**config.mk**
```make
export PLATFORM = sky130hd
export DESIGN_NAME = wb_bus_master_flat
export DESIGN_NICKNAME = d
export VERILOG_FILES = /design/src/rtl/wb_pkg.sv /design/src/rtl/wb_bus_master_if.sv /design/src/rtl/wb_timeout_ctr.sv /design/src/rtl/wb_bus_master.sv /design/src/flat_wrapper.sv
export SDC_FILE = /design/constraint.sdc
export NUM_CORES = 1
export LEC_CHECK = 0
export CORE_ASPECT_RATIO = 0.75
export CORE_MARGIN = 8
export CORE_UTILIZATION = 33
export DETAILED_ROUTE_END_ITERATION = 7
export MAX_ROUTING_LAYER = met4
export SYNTH_ARGS = -nofsm -noshare
export SYNTH_HDL_FRONTEND = slang
export SYNTH_SLANG_ARGS = --single-unit
```
**constraint.sdc**
```tcl
create_clock -name CLK_I -period 4.1 [get_ports CLK_I]
set_input_delay 1.025 -clock CLK_I [delete_from_list [all_inputs] [get_ports CLK_I]]
set_output_delay 1.025 -clock CLK_I [all_outputs]
set_load 0.02 [all_outputs]
```
**src/rtl/wb_pkg.sv**
```systemverilog
`default_nettype none
// +----------------------------------------------------------------------+
// | Module   : wb_pkg                                                    |
// | Purpose  : Shared widths, defaults and FSM encoding for the Wishbone |
// |            single-transfer initiator and its helpers.                |
// | Revision : 1.0 - initial release                                     |
// +----------------------------------------------------------------------+
package wb_pkg;

  localparam int WB_ADR_W       = 8;
  localparam int WB_DAT_W       = 32;
  localparam int WB_TIMEOUT_DEF = 255;

  typedef enum logic [1:0] {
    IDLE = 2'd0,
    BUS  = 2'd1,
    RESP = 2'd2
  } wb_mst_state_t;

  // Counter width able to hold LIMIT, never narrower than one bit.
  function automatic int ctr_width(input int limit);
    return (limit < 1) ? 1 : $clog2(limit + 1);
  endfunction

endpackage
`default_nettype wire

```
**src/rtl/wb_bus_master_if.sv**
```systemverilog
`default_nettype none
// +----------------------------------------------------------------------+
// | Module   : wb_bus_master_if                                          |
// | Purpose  : Command/response handshake plus Wishbone classic signals  |
// |            for a single-transfer initiator.                          |
// | Revision : 1.0 - initial release                                     |
// +----------------------------------------------------------------------+
interface wb_bus_master_if import wb_pkg::*; #(
  parameter int ADR_W = WB_ADR_W,
  parameter int DAT_W = WB_DAT_W
);

  // Command side
  logic             cmd_valid;
  logic             cmd_ready;
  logic             cmd_we;
  logic [ADR_W-1:0] cmd_adr;
  logic [DAT_W-1:0] cmd_dat;

  // Response side
  logic             rsp_valid;
  logic [DAT_W-1:0] rsp_dat;
  logic             rsp_timeout;

  // Wishbone side
  logic [ADR_W-1:0] ADR_O;
  logic [DAT_W-1:0] DAT_O;
  logic             WE_O;
  logic             CYC_O;
  logic             STB_O;
  logic [DAT_W-1:0] DAT_I;
  logic             ACK_I;

  modport master (
    input  cmd_valid, cmd_we, cmd_adr, cmd_dat, DAT_I, ACK_I,
    output cmd_ready, rsp_valid, rsp_dat, rsp_timeout,
    output ADR_O, DAT_O, WE_O, CYC_O, STB_O
  );

  modport slave (
    output cmd_valid, cmd_we, cmd_adr, cmd_dat, DAT_I, ACK_I,
    input  cmd_ready, rsp_valid, rsp_dat, rsp_timeout,
    input  ADR_O, DAT_O, WE_O, CYC_O, STB_O
  );

endinterface
`default_nettype wire

```
**src/rtl/wb_timeout_ctr.sv**
```systemverilog
`default_nettype none
// +----------------------------------------------------------------------+
// | Module   : wb_timeout_ctr                                            |
// | Purpose  : Saturating wait counter. 'expired' flags the edge on which|
// |            the count would reach LIMIT; LIMIT = 0 never expires.     |
// | Revision : 1.0 - initial release                                     |
// +----------------------------------------------------------------------+
module wb_timeout_ctr import wb_pkg::*; #(
  parameter int LIMIT = WB_TIMEOUT_DEF
) (
  input  wire  clk,
  input  wire  rst,
  input  wire  clear,
  input  wire  enable,
  output logic expired
);

  localparam int              CNT_W = ctr_width(LIMIT);
  localparam logic [CNT_W-1:0] c_max = '1;

  logic [CNT_W-1:0] r_cnt;

  // Count enabled cycles; clear wins, and the count sticks at all-ones.
  always_ff @(posedge clk or posedge rst) begin
    if (rst) begin
      r_cnt <= '0;
    end else if (clear) begin
      r_cnt <= '0;
    end else if (enable && (r_cnt != c_max)) begin
      r_cnt <= r_cnt + 1'b1;
    end
  end

  generate
    if (LIMIT == 0) begin : g_no_limit
      assign expired = 1'b0;
    end else begin : g_limit
      localparam logic [CNT_W-1:0] c_last = CNT_W'(LIMIT - 1);
      // Combinational look-ahead so the owner can leave on the very edge
      // where the count becomes LIMIT.
      assign expired = enable && (r_cnt == c_last);
    end
  endgenerate

endmodule
`default_nettype wire

```
**src/rtl/wb_bus_master.sv**
```systemverilog
`default_nettype none
// +----------------------------------------------------------------------+
// | Module   : wb_bus_master                                             |
// | Purpose  : Turns one command handshake into one Wishbone classic     |
// |            read or write, with ACK or timeout reported as a response.|
// | Revision : 1.0 - initial release                                     |
// +----------------------------------------------------------------------+
module wb_bus_master import wb_pkg::*; #(
  parameter int ADR_W   = WB_ADR_W,
  parameter int DAT_W   = WB_DAT_W,
  parameter int TIMEOUT = WB_TIMEOUT_DEF
) (
  input wire              CLK_I,
  input wire              RST_I,
  wb_bus_master_if.master bus
);

  wb_mst_state_t    r_state;
  logic [ADR_W-1:0] r_adr;
  logic [DAT_W-1:0] r_dat_o;
  logic             r_we;
  logic             r_cyc;
  logic             r_stb;
  logic             r_rsp_valid;
  logic [DAT_W-1:0] r_rsp_dat;
  logic             r_rsp_timeout;

  logic w_accept;
  logic w_wait;
  logic w_expired;

  // Ready only in IDLE and held low for the whole reset interval.
  assign bus.cmd_ready = (r_state == IDLE) && !RST_I;

  assign w_accept = bus.cmd_valid && (r_state == IDLE);
  assign w_wait   = (r_state == BUS) && !bus.ACK_I;

  wb_timeout_ctr #(
    .LIMIT (TIMEOUT)
  ) u_timeout (
    .clk     (CLK_I),
    .rst     (RST_I),
    .clear   (w_accept),
    .enable  (w_wait),
    .expired (w_expired)
  );

  // Transfer FSM; every bus and response output is registered here.
  always_ff @(posedge CLK_I or posedge RST_I) begin
    if (RST_I) begin
      r_state       <= IDLE;
      r_adr         <= '0;
      r_dat_o       <= '0;
      r_we          <= 1'b0;
      r_cyc         <= 1'b0;
      r_stb         <= 1'b0;
      r_rsp_valid   <= 1'b0;
      r_rsp_dat     <= '0;
      r_rsp_timeout <= 1'b0;
    end else begin
      case (r_state)
        IDLE: begin
          r_rsp_valid <= 1'b0;
          if (w_accept) begin
            r_state <= BUS;
            r_adr   <= bus.cmd_adr;
            r_we    <= bus.cmd_we;
            r_dat_o <= bus.cmd_we ? bus.cmd_dat : '0;
            r_cyc   <= 1'b1;
            r_stb   <= 1'b1;
          end
        end
        BUS: begin
          // ACK takes priority over a timeout landing on the same edge.
          if (bus.ACK_I) begin
            r_state       <= RESP;
            r_cyc         <= 1'b0;
            r_stb         <= 1'b0;
            r_we          <= 1'b0;
            r_rsp_valid   <= 1'b1;
            r_rsp_dat     <= r_we ? '0 : bus.DAT_I;
            r_rsp_timeout <= 1'b0;
          end else if (w_expired) begin
            r_state       <= RESP;
            r_cyc         <= 1'b0;
            r_stb         <= 1'b0;
            r_we          <= 1'b0;
            r_rsp_valid   <= 1'b1;
            r_rsp_dat     <= '0;
            r_rsp_timeout <= 1'b1;
          end
        end
        RESP: begin
          r_rsp_valid <= 1'b0;
          r_state     <= IDLE;
        end
        default: begin
          r_state     <= IDLE;
          r_cyc       <= 1'b0;
          r_stb       <= 1'b0;
          r_we        <= 1'b0;
          r_rsp_valid <= 1'b0;
        end
      endcase
    end
  end

  assign bus.ADR_O       = r_adr;
  assign bus.DAT_O       = r_dat_o;
  assign bus.WE_O        = r_we;
  assign bus.CYC_O       = r_cyc;
  assign bus.STB_O       = r_stb;
  assign bus.rsp_valid   = r_rsp_valid;
  assign bus.rsp_dat     = r_rsp_dat;
  assign bus.rsp_timeout = r_rsp_timeout;

endmodule
`default_nettype wire
```
**src/flat_wrapper.sv**
```systemverilog
// flat-port wrapper written by rule: the top's interface ports become plain ports
module wb_bus_master_flat import wb_pkg::*;
#(
  parameter int ADR_W   = WB_ADR_W,
  parameter int DAT_W   = WB_DAT_W,
  parameter int TIMEOUT = WB_TIMEOUT_DEF
)
  (CLK_I, RST_I, bus_cmd_valid, bus_cmd_we, bus_cmd_adr, bus_cmd_dat, bus_DAT_I, bus_ACK_I, bus_cmd_ready, bus_rsp_valid, bus_rsp_dat, bus_rsp_timeout, bus_ADR_O, bus_DAT_O, bus_WE_O, bus_CYC_O, bus_STB_O);
  wb_bus_master_if #(.ADR_W(ADR_W), .DAT_W(DAT_W)) bus_i ();
  input wire CLK_I;
  input wire RST_I;
  input wire logic [$bits(bus_i.cmd_valid)-1:0] bus_cmd_valid;
  input wire logic [$bits(bus_i.cmd_we)-1:0] bus_cmd_we;
  input wire logic [$bits(bus_i.cmd_adr)-1:0] bus_cmd_adr;
  input wire logic [$bits(bus_i.cmd_dat)-1:0] bus_cmd_dat;
  input wire logic [$bits(bus_i.DAT_I)-1:0] bus_DAT_I;
  input wire logic [$bits(bus_i.ACK_I)-1:0] bus_ACK_I;
  output wire logic [$bits(bus_i.cmd_ready)-1:0] bus_cmd_ready;
  output wire logic [$bits(bus_i.rsp_valid)-1:0] bus_rsp_valid;
  output wire logic [$bits(bus_i.rsp_dat)-1:0] bus_rsp_dat;
  output wire logic [$bits(bus_i.rsp_timeout)-1:0] bus_rsp_timeout;
  output wire logic [$bits(bus_i.ADR_O)-1:0] bus_ADR_O;
  output wire logic [$bits(bus_i.DAT_O)-1:0] bus_DAT_O;
  output wire logic [$bits(bus_i.WE_O)-1:0] bus_WE_O;
  output wire logic [$bits(bus_i.CYC_O)-1:0] bus_CYC_O;
  output wire logic [$bits(bus_i.STB_O)-1:0] bus_STB_O;
  assign bus_i.cmd_valid = bus_cmd_valid;
  assign bus_i.cmd_we = bus_cmd_we;
  assign bus_i.cmd_adr = bus_cmd_adr;
  assign bus_i.cmd_dat = bus_cmd_dat;
  assign bus_i.DAT_I = bus_DAT_I;
  assign bus_i.ACK_I = bus_ACK_I;
  assign bus_cmd_ready = bus_i.cmd_ready;
  assign bus_rsp_valid = bus_i.rsp_valid;
  assign bus_rsp_dat = bus_i.rsp_dat;
  assign bus_rsp_timeout = bus_i.rsp_timeout;
  assign bus_ADR_O = bus_i.ADR_O;
  assign bus_DAT_O = bus_i.DAT_O;
  assign bus_WE_O = bus_i.WE_O;
  assign bus_CYC_O = bus_i.CYC_O;
  assign bus_STB_O = bus_i.STB_O;
  wb_bus_master #(.ADR_W(ADR_W), .DAT_W(DAT_W), .TIMEOUT(TIMEOUT)) u_core (.CLK_I(CLK_I), .RST_I(RST_I), .bus(bus_i));
endmodule
```
**Yosys cells after proc, flatten, opt, wreduce, memory -nomap -nowiden**

Cells that the tools add are included.

- Flip-flop bits (word level): 86
- Output and inout bits: 78
- Input port bits: 77

- Bitwise operators: 1
- Mux-type cells: 20
- Reductions and logical operators: 14
- $add $sub $neg: 1
- Equal/unequal tests: 6

Operators with widths:

| kind | count |
|---|---|
| 2-to-1 mux 32 bit | 4 |
| 2-to-1 mux 8 bit | 2 |
| adder 8 x 1 -> 8 bit, second input constant | 1 |
| equality test 8 bit, second input constant | 1 |
| 2-to-1 mux 1 bit | 8 |
| != test 8 bit, second input constant | 1 |
| 2-to-1 mux 2 bit | 3 |
| one-hot mux 1 bit (3 select lines) | 2 |
| AND reduction 2 bit | 3 |
| logical AND 1 bit | 5 |
| one-hot mux 2 bit (2 select lines) | 1 |
| nonzero test 2 bit | 2 |
| != test 3 bit, second input constant | 1 |
| AND reduction 3 bit | 1 |
| equality test 2 x 1 -> 1 bit, second input constant | 1 |
| equality test 2 bit, second input constant | 1 |
| logical NOT 1 bit | 2 |
| logical NOT 2 bit | 1 |
| != test 2 bit, second input constant | 1 |
| NOT 1 bit | 1 |

**Depth between registers and ports, before layout**

- Depth in word-level cells: 6
- Gate-level depth with buffers: 5
- Mapped depth without buffers: 4

**Modules after synthesis**

From an unflattened synthesis, not the netlist that was laid out.

- Cells, all modules: 381
- Area, all modules: 3594.7 µm²

Modules (own cells, without submodules):

| module | cells an instance | times used | area an instance (µm²) |
|---|---|---|---|
| wb_bus_master | 331 | 1 | 3151.8 |
| wb_timeout_ctr | 50 | 1 | 442.9 |

**Least setup slack after synthesis**

No wires, ideal clock.

- Kind: input -> output
- Start: input port RST_I
- End: output port bus_cmd_ready
- Cell stages on the path: 1
- Setup slack: 1595 ps
- Arrival time: 1480 ps
- Buffers on the path: 0
- Data required time: 3075 ps
- Cells stage by stage: nor3_1

- Cells in the longest elaborated chain, start to end: 2

RTL lines:

| element | line | RTL |
|---|---|---|
| start, declared | flat_wrapper.sv:11 | `input wire RST_I;` |
| logical NOT 1 bit | wb_bus_master.sv:33 | `assign bus.cmd_ready = (r_state == IDLE) && !RST_I;` |
| logical AND 1 bit | wb_bus_master.sv:33 |  |
| end, declared | flat_wrapper.sv:18 | `output wire logic [$bits(bus_i.cmd_ready)-1:0] bus_cmd_ready;` |

No other way between the ends.

**Worst setup path after layout**

Ends and elaborated chain as after synthesis.

==> Implementation_results.wiki <==
{| class="wikitable"
! Metric !! Value
|-
| Number of slew-limit violations in the final report || 0
|-
| Largest driver fanout on the critical path || 2
|-
| Placement-stage cell area || 5370 µm²
|-
| DRC violation total after the first TritonRoute iteration || 175
|-
| Number of antenna violations at the first check in global routing || 0
|-
| Sequential element share of the synthesized area || 0.574
|-
| GPL Wtd Cong || 0.765
|-
| Area fraction in and, or, nand and nor cells after synthesis || 0.168
|-
| Total net switching power || 1.37 mW
|-
| Leakage power || 2.40 nW
|-
| Post-synthesis instance area || 3750 µm²
|-
| DRT Wirelength || 10,900 µm
|-
| Global-route wire length before repair || 17,400 µm
|-
| Class of the tightest hold or removal check || reg -> reg
|-
| FMAX || 0.304 GHz
|-
| Kind of end point of the critical path || output port
|-
| Distinct cell type count of the synthesized netlist || 40
|-
| Gate count of the mapped netlist || 339
|-
| Clock transition at the registers of the reported paths || 0.06 ns
|-
| Clock Tree Root || sky130_fd_sc_hd__clkbuf_16
|-
| Flop pwr share || 0.350
|-
| Multiplexer area fraction after synthesis || 0.0444
|-
| Fraction of power spent switching nets || 0.348
|-
| Initial Util || 0.341
|-
| Remaining global-route overflow || 0
|-
| Flip-flop cell with the highest count after synthesis || sky130_fd_sc_hd__dfrtp_1
|-
| Antenna cell count || 0
|-
| Site Rows || 33
|-
| Crit-path max cell delay || 0.64 ns
|-
| CP Data Arrival Time || 2.27 ns
|-
| Die Y || 108 µm
|-
| Drc violations || 0
|-
| Hold violation total from the final report || 0
|-
| Slowest-stage cell, CP || sky130_fd_sc_hd__clkdlybuf4s50_1
|-
| Total of endpoints with negative setup slack in the final report || 0
|-
| Proportion of layout cells with a drive suffix above 1 || 0.0615
|-
| Relative slew margins || 0.184
|-
| Number of sinks on the clock net || 86
|-
| Critical path, cell by cell || clkdlybuf4s50_1 -> nor3_1 -> clkdlybuf4s50_1
|-
| Synthesized-area fraction occupied by ao, oa, aoi and oai cells || 0.166
|-
| Cell area after layout || 5680 µm²
|-
| Setup CP Type || in -> out
|-
| Iteration count of the initial detailed-routing pass || 4
|-
| Maximum number of buffers from clock root to sink || 2
|-
| Setup repair after global routing missed its margin || no
|-
| Buffers added on ports || 154
|-
| CTS H-tree lvls || 3
|-
| CTS tree || built
|-
| Layout filler cell count || 1,006
|-
| Combinational family with the most area after synthesis || simple AND/OR/NAND/NOR gates
|-
| Count of maximum capacitance violations || 0
|-
| Area used by multi-input combinational logic || 1450 µm²
|-
| Overall fraction of global-route tracks in use || 0.150
|-
| Per-cell via count in the routed design || 4.85
|-
| Die boundary width || 139 µm
|-
| Maximum number of pins on one net before global-route repair || 63
|-
| Combined flip-flop and latch cell area || 2150 µm²
|-
| Final total negative setup slack || 0 ns
|-
| Minimum clock period || 3.29 ns
|-
| Arithmetic-cell share of the synthesized area counting full adders, half adders and majority gates || 0.00668
|-
| Final layout net count || 563
|-
| Antenna-violating nets left || 0
|-
| Final routed wire length divided by cell count || 17.3 µm
|-
| Via count of the routed design || 3,043
|-
| Number of global-route vias before repair || 3,217
|-
| Setup Fix Bufs, Post-CTS || 0
|-
| Clock share of power || 0.216
|-
| EDFF count, synth || 0
|-
| Status || finished clean
|-
| P_int || 2.57 mW
|-
| Required time at the worst-slack endpoint || 3.07 ns
|-
| Insertion delay to the later sink of the worst-skew pair || 0.33 ns
|-
| IR drop worst, VDD || 0.277 mV
|-
| Std-Cell Core Area || 11,000 µm²
|-
| Final Cycle Share || 0.803
|-
| Net Count, Synth || 418
|-
| XOR/XNOR share of the synthesized area || 0
|-
| Tightest Pin Transition || 1.22 ns
|-
| Number of synthesized register bits || 86
|-
| PostCTS Resize Cnt || 0
|-
| Async set-reset flop share out of synthesis || 1.00
|-
| Post-cts hold buffer count || 0
|-
| CP dominant cell by count || sky130_fd_sc_hd__clkdlybuf4s50_1
|-
| CTS Buf Count || 9
|-
| Logic pwr share || 0.434
|-
| Number of warning messages in the yosys log || 0
|-
| Area growth, synth to finish || 51.5%
|-
| Post-layout power || 3.93 mW
|-
| Worst-case clock skew || 0.00622 ns
|-
| Startpoint Class || input pin
|-
| Number of primary I/O pins || 155
|-
| Synthesized area per cell || 11.1 µm²
|-
| Sum of net half-perimeters after detailed placement || 7750 µm
|-
| Die Footprint || 15,100 µm²
|-
| Power per cell area || 693 nW/µm²
|}
registers in the layout, summed over array words and instances, names as in the netlist:
| signal | flops |
|---|---|
| u_core.bus.ADR_O | 8 |
| u_core.bus.CYC_O | 1 |
| u_core.bus.DAT_O | 32 |
| u_core.bus.WE_O | 1 |
| u_core.bus.rsp_dat | 32 |
| u_core.bus.rsp_timeout | 1 |
| u_core.bus.rsp_valid | 1 |
| u_core.r_state | 2 |
| u_core.u_timeout.r_cnt | 8 |
power groups by stage:
stage | clock network (mW) | registers, mW | logic, mW
after floorplan | 0 | 1.72 | 0.553
after global placement | 0 | 1.38 | 1.72
after detailed placement | 0 | 1.38 | 1.73
after CTS | 0.882 | 1.38 | 1.74
after global routing | 0.919 | 1.43 | 1.83
final | 0.849 | 1.38 | 1.71
layer usage:
layer  routed length, µm  global-route usage  vias up
met1                5050               0.183     1472
met4                 214              0.0585        0
met5                   0                   -        -
met2                5170               0.237       71
met3                 419              0.0392       15
li1                    -                   -     1485
placed cells by master, fill, tap and decap left out, drive strengths merged:
cell           synthesis  routed
a211o                  1       1
a211oi                 2       2
a21oi                  3       3
a221o                 31      31
a22o                   1       1
a31oi                  2       2
a41o                   1       1
and2                  34      34
and3                   3       3
and4                   1       1
buf                   11       5
bufinv                 0       2
clkbuf                14      11
clkdlybuf4s50          0     154
clkinv                 0       2
clkinvlp               0       1
dfrtp                 86      86
ha                     2       2
inv                    4       3
mux2                   8       8
mux2i                  5       5
nand2                 71      71
nand2b                 5       5
nand3                  1       1
nand3b                 1       1
nand4                  3       3
nand4bb                1       1
nor2                   2       2
nor3                   1       1
nor3b                  3       3
o2111ai                1       1
o211a                  1       1
o211ai                 1       1
o21ai                 34      34
o22ai                  1       1
o311ai                 1       1
o31ai                  1       1
o41ai                  1       1
or3b                   1       1
path summary, 6_finish.rpt:
path | from | cells past startpoint | to | slack [ns]
min in group asynchronous | RST_I | 2 | u_core.bus.rsp_dat[12] | 1.25
hold / removal | u_core.bus.DAT_O[10] | 2 | u_core.bus.DAT_O[10] | 0.47
hold reg to reg | u_core.bus.DAT_O[10] | 2 | u_core.bus.DAT_O[10] | 0.47
setup reg to reg | u_core.r_state[0] | 4 | u_core.bus.rsp_dat[22] | 1.81
setup / recovery | RST_I | 3 | bus_cmd_ready | 0.81
max in group asynchronous | RST_I | 3 | u_core.bus.rsp_dat[16] | 2.04
worst max-delay path, delay by kind of cell:
family	cells	cell delay, ns
and+or+nand+nor	1	0.16
buffers and inverters	2	1.09
through the flow:
step | hold slack [ns] | utilization | setup slack (ns) | instances
final | 0.475 | 0.517 | 0.806 | 628
after global routing | 0.490 | 0.517 | 0.747 | 628
after floorplan | 0.464 | - | 0.853 | 339
after detailed placement | 0.469 | 0.489 | 0.797 | 613
after CTS | 0.482 | 0.517 | 0.793 | 628
after global placement | 0.463 | 0.489 | 0.821 | 613
synth_stat cells (3+ instances only):
library cell / n / area, µm²
sky130_fd_sc_hd__dfrtp_1: 86 / 2150
sky130_fd_sc_hd__nand2_1: 71 / 267
sky130_fd_sc_hd__and2_1: 34 / 213
sky130_fd_sc_hd__o21ai_0: 34 / 170
sky130_fd_sc_hd__a221o_1: 31 / 310
sky130_fd_sc_hd__clkbuf_1: 14 / 52.6
sky130_fd_sc_hd__mux2_4: 7 / 105
sky130_fd_sc_hd__buf_2: 5 / 25.0
sky130_fd_sc_hd__mux2i_1: 5 / 50.1
sky130_fd_sc_hd__nand2b_1: 5 / 31.3
sky130_fd_sc_hd__buf_6: 4 / 45.0
sky130_fd_sc_hd__inv_1: 4 / 15.0
sky130_fd_sc_hd__a21oi_1: 3 / 15.0
sky130_fd_sc_hd__and3_1: 3 / 18.8
sky130_fd_sc_hd__nand4_1: 3 / 18.8
area by class of cell:
| class | instances | share of cell area |
|---|---|---|
| clock buffers | 11 | 0.0410 |
| clock inverters | 4 | 0.0128 |
| inverters | 4 | 0.00286 |
| multi-input cells | 224 | 0.255 |
| flip-flops and latches | 86 | 0.379 |
| well taps | 140 | 0.0309 |
| repair buffers | 159 | 0.278 |
kinds of logic (layout without fill, tap and decap cells):
family          after synthesis  after routing
buf+inv                      29            178
flops                        86             86
mux                          13             13
compound gates               82             82
fa+ha+maj                     2              2
simple gates                127            127
(Power assumes the default switching activity.)
